[src/rtl/dsp_voice_mixer.sv]
// Time-multiplexed stereo voice mixer: one voice per clock into wide accumulators,
// then master volume, saturation to DAC width, and a once-per-frame output latch.
module dsp_voice_mixer #(
  parameter int N_VOICES          = 8,
  parameter int SAMPLE_W          = 16,
  parameter int VOL_W             = 8,
  parameter int CLOCKS_PER_SAMPLE = 64,
  parameter int ACC_W             = 24
) (
  input  logic                         clock,
  input  logic                         reset,
  input  logic [N_VOICES*SAMPLE_W-1:0] voice_samples,
  input  logic [N_VOICES*VOL_W-1:0]    voice_vol_l,
  input  logic [N_VOICES*VOL_W-1:0]    voice_vol_r,
  input  logic [N_VOICES-1:0]          voice_enable,
  input  logic [VOL_W-1:0]             master_vol_l,
  input  logic [VOL_W-1:0]             master_vol_r,
  input  logic                         mute,
  output logic [5:0]                   step,
  output logic [SAMPLE_W-1:0]          dac_out_l,
  output logic [SAMPLE_W-1:0]          dac_out_r,
  output logic                         dac_valid,
  output logic                         clip_l,
  output logic                         clip_r
);

  localparam int IDX_W = (N_VOICES > 1) ? $clog2(N_VOICES) : 1;
  // Product widths are generous so the signed multiply never loses bits.
  localparam int PX_W = SAMPLE_W + VOL_W + ACC_W;
  localparam int PM_W = ACC_W + VOL_W;
  localparam logic [5:0] LAST_STEP       = 6'(CLOCKS_PER_SAMPLE - 1);
  localparam logic [5:0] MASTER_STEP     = 6'(N_VOICES + 1);
  localparam logic [5:0] LAST_VOICE_STEP = 6'(N_VOICES);
  localparam logic signed [PM_W-1:0] SAT_MAX =
    {{(PM_W-SAMPLE_W+1){1'b0}}, {(SAMPLE_W-1){1'b1}}};
  localparam logic signed [PM_W-1:0] SAT_MIN =
    {{(PM_W-SAMPLE_W+1){1'b1}}, {(SAMPLE_W-1){1'b0}}};

  logic [5:0]          step_reg;
  logic [5:0]          step_next;
  logic                dac_valid_reg;
  logic                voice_step;
  logic [IDX_W-1:0]    voice_idx;
  logic [SAMPLE_W-1:0] sample_arr [N_VOICES];
  logic [VOL_W-1:0]    vol_arr    [2][N_VOICES];
  logic [VOL_W-1:0]    master_arr [2];

  always_comb begin
    step_next  = (step_reg == LAST_STEP) ? 6'd0 : step_reg + 6'd1;
    voice_step = (step_reg != 6'd0) && (step_reg <= LAST_VOICE_STEP);
    voice_idx  = IDX_W'(step_reg - 6'd1);
  end

  always_ff @(posedge clock) begin
    if (reset) begin
      step_reg      <= 6'd0;
      dac_valid_reg <= 1'b0;
    end else begin
      step_reg      <= step_next;
      dac_valid_reg <= (step_reg == LAST_STEP);
    end
  end

  genvar gi;
  generate
    for (gi = 0; gi < N_VOICES; gi++) begin : g_voice
      assign sample_arr[gi]  = voice_samples[gi*SAMPLE_W +: SAMPLE_W];
      assign vol_arr[0][gi]  = voice_vol_l[gi*VOL_W +: VOL_W];
      assign vol_arr[1][gi]  = voice_vol_r[gi*VOL_W +: VOL_W];
    end
  endgenerate

  assign master_arr[0] = master_vol_l;
  assign master_arr[1] = master_vol_r;

  // Channel 0 is left, channel 1 is right; both share the step sequencer.
  generate
    for (gi = 0; gi < 2; gi++) begin : g_chan
      logic signed [ACC_W-1:0] acc_reg;
      logic [SAMPLE_W-1:0]     mast_reg;
      logic                    clip_int_reg;
      logic [SAMPLE_W-1:0]     dac_reg;
      logic                    clip_reg;
      logic [SAMPLE_W-1:0]     cur_sample;
      logic [VOL_W-1:0]        cur_vol;
      logic signed [PX_W-1:0]  vprod;
      logic signed [ACC_W-1:0] term;
      logic signed [PM_W-1:0]  mprod;
      logic signed [PM_W-1:0]  mshift;
      logic [SAMPLE_W-1:0]     sat_val;
      logic                    sat_clip;

      always_comb begin
        cur_sample = sample_arr[voice_idx];
        cur_vol    = vol_arr[gi][voice_idx];
        vprod = $signed({{(PX_W-SAMPLE_W){cur_sample[SAMPLE_W-1]}}, cur_sample}) *
                $signed({{(PX_W-VOL_W){cur_vol[VOL_W-1]}}, cur_vol});
        // Arithmetic shift floors; the scaled term always fits the accumulator.
        term  = ACC_W'(vprod >>> (VOL_W - 1));
        mprod = $signed({{VOL_W{acc_reg[ACC_W-1]}}, acc_reg}) *
                $signed({{ACC_W{master_arr[gi][VOL_W-1]}}, master_arr[gi]});
        mshift = mprod >>> (VOL_W - 1);
        if (mshift > SAT_MAX) begin
          sat_val  = SAMPLE_W'(SAT_MAX);
          sat_clip = 1'b1;
        end else if (mshift < SAT_MIN) begin
          sat_val  = SAMPLE_W'(SAT_MIN);
          sat_clip = 1'b1;
        end else begin
          sat_val  = mshift[SAMPLE_W-1:0];
          sat_clip = 1'b0;
        end
      end

      always_ff @(posedge clock) begin
        if (reset) begin
          acc_reg      <= '0;
          mast_reg     <= '0;
          clip_int_reg <= 1'b0;
          dac_reg      <= '0;
          clip_reg     <= 1'b0;
        end else begin
          if (step_reg == 6'd0)
            acc_reg <= '0;
          else if (voice_step && voice_enable[voice_idx])
            acc_reg <= acc_reg + term;
          if (step_reg == MASTER_STEP) begin
            mast_reg     <= sat_val;
            clip_int_reg <= sat_clip;
          end
          // Mute only blanks the audio; the clip flags still report the mix.
          if (step_reg == LAST_STEP) begin
            dac_reg  <= mute ? '0 : mast_reg;
            clip_reg <= clip_int_reg;
          end
        end
      end
    end
  endgenerate

  assign step      = step_reg;
  assign dac_valid = dac_valid_reg;
  assign dac_out_l = g_chan[0].dac_reg;
  assign dac_out_r = g_chan[1].dac_reg;
  assign clip_l    = g_chan[0].clip_reg;
  assign clip_r    = g_chan[1].clip_reg;

endmodule

[config.mk]
export PLATFORM = sky130hd
export DESIGN_NAME = dsp_voice_mixer
export DESIGN_NICKNAME = d
export VERILOG_FILES = /design/src/rtl/dsp_voice_mixer.sv
export SDC_FILE = /design/constraint.sdc
export NUM_CORES = 2
export LEC_CHECK = 0
export ABC_AREA = 1
export BUFFER_PORTS_ARGS = -buffer_cell sky130_fd_sc_hd__buf_2
export CORE_UTILIZATION = 45
export DETAILED_ROUTE_END_ITERATION = 7
export PLACE_DENSITY = 0.69
export SLEW_MARGIN = 40
export SYNTH_ARGS = -nofsm -noshare
export SYNTH_HDL_FRONTEND = slang
export SYNTH_SLANG_ARGS = --single-unit
[constraint.sdc]
create_clock -name clock -period 15.8 [get_ports clock]
set_clock_uncertainty 0.15 [all_clocks]
set_input_delay 0.79 -clock clock [delete_from_list [all_inputs] [get_ports clock]]
set_output_delay 0.79 -clock clock [all_outputs]
set_load 0.01 [all_outputs]
# Word-level counts from Yosys, hierarchy flattened
# Index checks and enable logic that the tools add are counted.
# word_totals
reg_bits	123
latchBits	0
ramBits	0
mem_bits_ro	0
in_bits	283
mem_count	0
# classes
add_sub_neg	4
n_mul	4
n_div	0
magnitude_cmp	7
n_eq_ne	2
shifts	0
n_mux	21
bitwise_logic	1
n_reduce_logical	6
# ops
operator	count
$mux 16	8
$mul 24x8->32	2
$gt 25x16->1 const B	2
$lt 25x16->1 const B	2
$add 24x17->24	2
$bmux 16 s3	1
$bmux 8 s3	2
$mul 16x8->24	2
$mux 8	4
$add 6x1->6 const B	1
$eq 6x4->1 const B	1
$eq 6x6->1 const B	1
$le 6x4->1 const B	1
$logic_not 6->1	1
$reduce_bool 6->1	1
$mux 1	5
$ge 4x4->1 const B	1
$lt 3x4->1 const B	1
$not 3->4	1
$reduce_or 2->1	2
$bmux 1 s3	1
$sub 3x1->3 const B	1
$logic_and 1x1->1	2

# Logic depth before layout (Yosys ltp)
# logic_depth
word_depth	7
mapped_depth	48

# Worst setup path after synthesis
# OpenSTA, ideal clock, no wires.
# synth_path
kind	register to register
start	reg step_reg[0] (netlist: step[0])
end	reg g_chan[1].acc_reg[23]
setup_ps	113
arrival_time_ps	7776
required_ps	15537
slack_ps	7761
path_stages_with_launch	44
period_less_slack_ps	8039
cell_sequence	dfxtp_1 > buf_2 > inv_2 > buf_4 > buf_4 > buf_2 > ha_1 > inv_2 > buf_2 > clkbuf_1 > o21ai_0 > o22ai_1 > inv_1 > o21ai_0 > inv_1 > buf_2 > nor2_1 > fa_1 > (+8 left out) > o21ai_0 > a21boi_0 > o21ai_0 > a21o_1 > nand3_1 > nand3_1 > nand2_1 > ha_1 > nand2_1 > nor2_1 > nand4_1 > o21ai_0 > nand2_1 > a21oi_1 > nand3b_1 > nand3_1 > nor2_1 > nor2_1
# synth_via
elab_chain_len	7
word_cells_on_any_way	18
cone_classes	add/sub: 2; mul: 1; order compare: 1; mux: 8; bitwise: 1; reduce/logical: 5
# synth_lines
item	line	text
from (decl)	39	logic [5:0] step_reg;
from (signal assigned)	59	step_reg <= step_next;
$sub 3x1->3 *	51	voice_idx = IDX_W'(step_reg - 6'd1);
named net voice_idx[0]	43	logic [IDX_W-1:0] voice_idx;
$not 3->4 (implied by the code)	94, 95	
$bmux 16 s3 / $bmux 8 s3 (equally long branches)	94, 95	
$mux 16 (implied by the code) / $mux 8 (equally long branches) (2 in a row)	94, 95	
$mul 16x8->24	96	vprod = $signed({{(PX_W-SAMPLE_W){cur_sample[SAMPLE_W-1]}}, cur_sample}) *
$add 24x17->24	126	acc_reg <= acc_reg + term;
to (signal assigned)	126	
to (decl)	79	logic signed [ACC_W-1:0] acc_reg;
# The timed path passes the listed nets; every way through them passes the cells marked *. The select of a mux whose other input is x is not followed.
# A chain may end at the register's enable or synchronous reset.

# Worst setup path in the final report
# layout_path
start	reg step_reg[0] (netlist: step[0])
end	reg g_chan[1].acc_reg[22]
# layout_via
elab_chain_len	7
word_cells_on_any_way	18
cone_classes	add/sub: 2; mul: 1; order compare: 1; mux: 8; bitwise: 1; reduce/logical: 5
# layout_lines
item	line
$sub 3x1->3	51
$not 3->4 (implied by the code)	94, 95
$bmux 16 s3 / $bmux 8 s3 (equally long branches)	94, 95
$mux 16 (implied by the code) / $mux 8 (equally long branches) (2 in a row)	94, 95
$mul 16x8->24	96
$add 24x17->24	126
# Parallel ways exist; a longest one is shown, timed or not. The select of a mux whose other input is x is not followed.

==> impl_results.md <==
- Status: completed
- Register bit count reported by yosys: 123
- # setup viols final: 0
- Vias post-DR: 30000
- Critical Path RT: 16.00 ns
- DRC violations left: 0
- Final critical-path required period: 10.28 ns
- FMAX: 0.0973 GHz
- Die height: 272 um
- Final Hold Slack: 0.297 ns
- Final period util: 0.650
- Gate Count Post-Synth: 4856
- Overflow after GRT: 0
- RSZ-0062 raised after global routing: false
- Worst-Skew Late Latency: 0.48 ns
- Largest net degree at the start of global routing: 101
- Via/cell ratio: 5.02
- GRT Overall Usage: 0.256
- Initial drt markers: 2058
- Primary FF master, synth: dfxtp_1
- Hold Path Class: reg2reg
- Max FFs per register: 48
- Global placement routability congestion: 0.963
- HPWL Detailed: 75500 um
- Slew Viols, Final: 0
- Crit path launch: step[0]
- Die area: 74100 um2
- Placed instance area: 35000 um2
- Starting Density: 0.457
- DIE WIDTH: 272 um
- Top cell type's share of synthesized area: 0.306
- Row count: 98
- Crit Path Class: reg2reg
- Top cell type by total area after synthesis: fa_1
- Final Cell Area: 35500 um2
- Sequential element share of the synthesized area: 0.0750
- First-pass GRT wire length: 154000 um
- WL/cell: 15.3 um
- Fin. Hold Viols: 0
- CP startpoint kind: flip-flop
- Htree depth: 4
- Initial antenna violation count: 3
- Slowest-stage cell, CP: dfxtp_4
- Core Util, Final: 0.494
- EDFF count, synth: 0
- # resized after CTS: 0
- Top cells by area, synth: fa_1 (31%), inv_1 (14%), nand2_1 (12%)
- Reg clk slew, reported paths: 0.08 ns
- Number of library cell types mapped by synthesis: 48
- R2r startpoint: step[0]
- Num Clock Sinks: 123
- Synthesized area per cell: 6.76 um2
- Start point of the worst hold path: g_chan[0].mast_reg[11]
- Worst stage delay on the critical path: 0.68 ns
- Number of port buffers: 323
- Total CTS buffers: 17
- Syn Std Cell Area: 32800 um2
- Ratio of cells with drive above 1 in the final layout: 0.0847
- Total of max-cap violations: 0
- Vias in the first global route: 30100
- Critical path endpoint category: flip-flop
- Syn Nets: 5898
- Commonest non-fill, non-tap cell in the layout: inv_1
- DR pass1 iterations: 5
- Drt total wl: 91400 um
- Area delta synth->final: 8.11%
- Setup TNS: 0 ns
- Rel. slew slack: 0.474
- Postcts setup bufs: 0
- Final #Nets: 6060
- Crit path max fanout: 69
- Core Box Area: 71900 um2
- Antenna-violating nets left: 0
- Share of flip-flops with an asynchronous set or reset: 0
- Critical Path AT: 10.48 ns
- Clock tree root driver cell: clkbuf_16
- Commonest non-fill, non-tap cells in the layout: inv_1 (1218), nand2_1 (1018), nor2_1 (564), fa_1 (502), buf_2 (323)
- Boundary pin count: 324
- Clock buffer depth: 2
- Yosys warns: 0
- CTS tree: built
- Hold buffer count at CTS: 0
- Measured slew at the worst slew-check pin: 0.789 ns
==> worst paths after layout <==
path                                end  slack [ns]  depth (start not counted)
hold reg to reg           dac_out_l[11]        0.30                          2
setup / recovery  g_chan[1].acc_reg[22]        5.52                         35
setup reg to reg  g_chan[1].acc_reg[22]        5.52                         35
hold / removal            dac_out_l[11]        0.30                          2
==> layout make-up <==
cell class	instances	area, um2
Antenna cell	3	7.51
Clock buffer	17	425
Clock inverter	14	116
Fill cell	7265	36300
Inverter	1229	4620
Multi-Input combinational cell	3308	24900
Sequential cell	123	2470
Tap cell	950	1190
Timing Repair Buffer	339	1740
==> cells by family (layout without fill, tap and decap cells) <==
group / after synthesis / in the layout / synth area share
flip-flops: 123 / 123 / 0.0750
adder cells (fa/ha/maj): 759 / 759 / 0.404
XOR/XNOR: 120 / 120 / 0.0325
AND/OR/NAND/NOR: 1860 / 1860 / 0.228
buffers and inverters: 1425 / 1599 / 0.166
other: 0 / 3 / 0
AO/OA/AOI/OAI: 569 / 569 / 0.0952
==> stage by stage <==
step,setup WS [ns],instances
2_1_floorplan,7.76,4856
3_3_place_gp,5.78,5949
3_5_place_dp,5.82,5949
4_1_cts,5.77,5980
5_1_grt,4.59,5982
6_report,5.52,5983
==> layer usage <==
layer	global-route usage	vias to the layer above	routed length, um
met3	0.0274	131	5110
met1	0.340	14200	40600
met2	0.438	897	43300
li1	-	14700	-
met5	0	-	15
met4	0.0727	2	2400
==> critical path, delay by kind of cell (launching register included) <==
| family | cells | cell delay [ns] |
|---|---|---|
| adders and majority gates | 7 | 3.09 |
| AOI/OAI and AO/OA | 9 | 2.31 |
| buffers and inverters | 9 | 2.01 |
| and+or+nand+nor | 9 | 1.71 |
| DFF | 1 | 0.68 |
| xor gates and xnor gates | 1 | 0.10 |
==> Yosys cell counts, types with 9 or more instances <==
| library cell | instances |
|---|---|
| nor2_1 | 565 |
| a31oi_1 | 9 |
| inv_1 | 1221 |
| o21ai_0 | 235 |
| o21ai_1 | 19 |
| nand4_1 | 27 |
| buf_1 | 9 |
| clkbuf_1 | 141 |
| a21o_1 | 9 |
| o21bai_1 | 16 |
| nor3_1 | 16 |
| dfxtp_1 | 123 |
| ha_1 | 257 |
| o211ai_1 | 11 |
| buf_2 | 39 |
| nand3_1 | 171 |
| xor2_1 | 70 |
| o22ai_1 | 62 |
| or2_2 | 12 |
| fa_1 | 502 |
| xnor2_1 | 48 |
| nand2_1 | 1018 |
| nor2_2 | 12 |
| a21oi_1 | 176 |
Power is left out: the tool's default activity adds up to more than one toggle a clock period on the data nets, which glitch-free logic cannot reach.
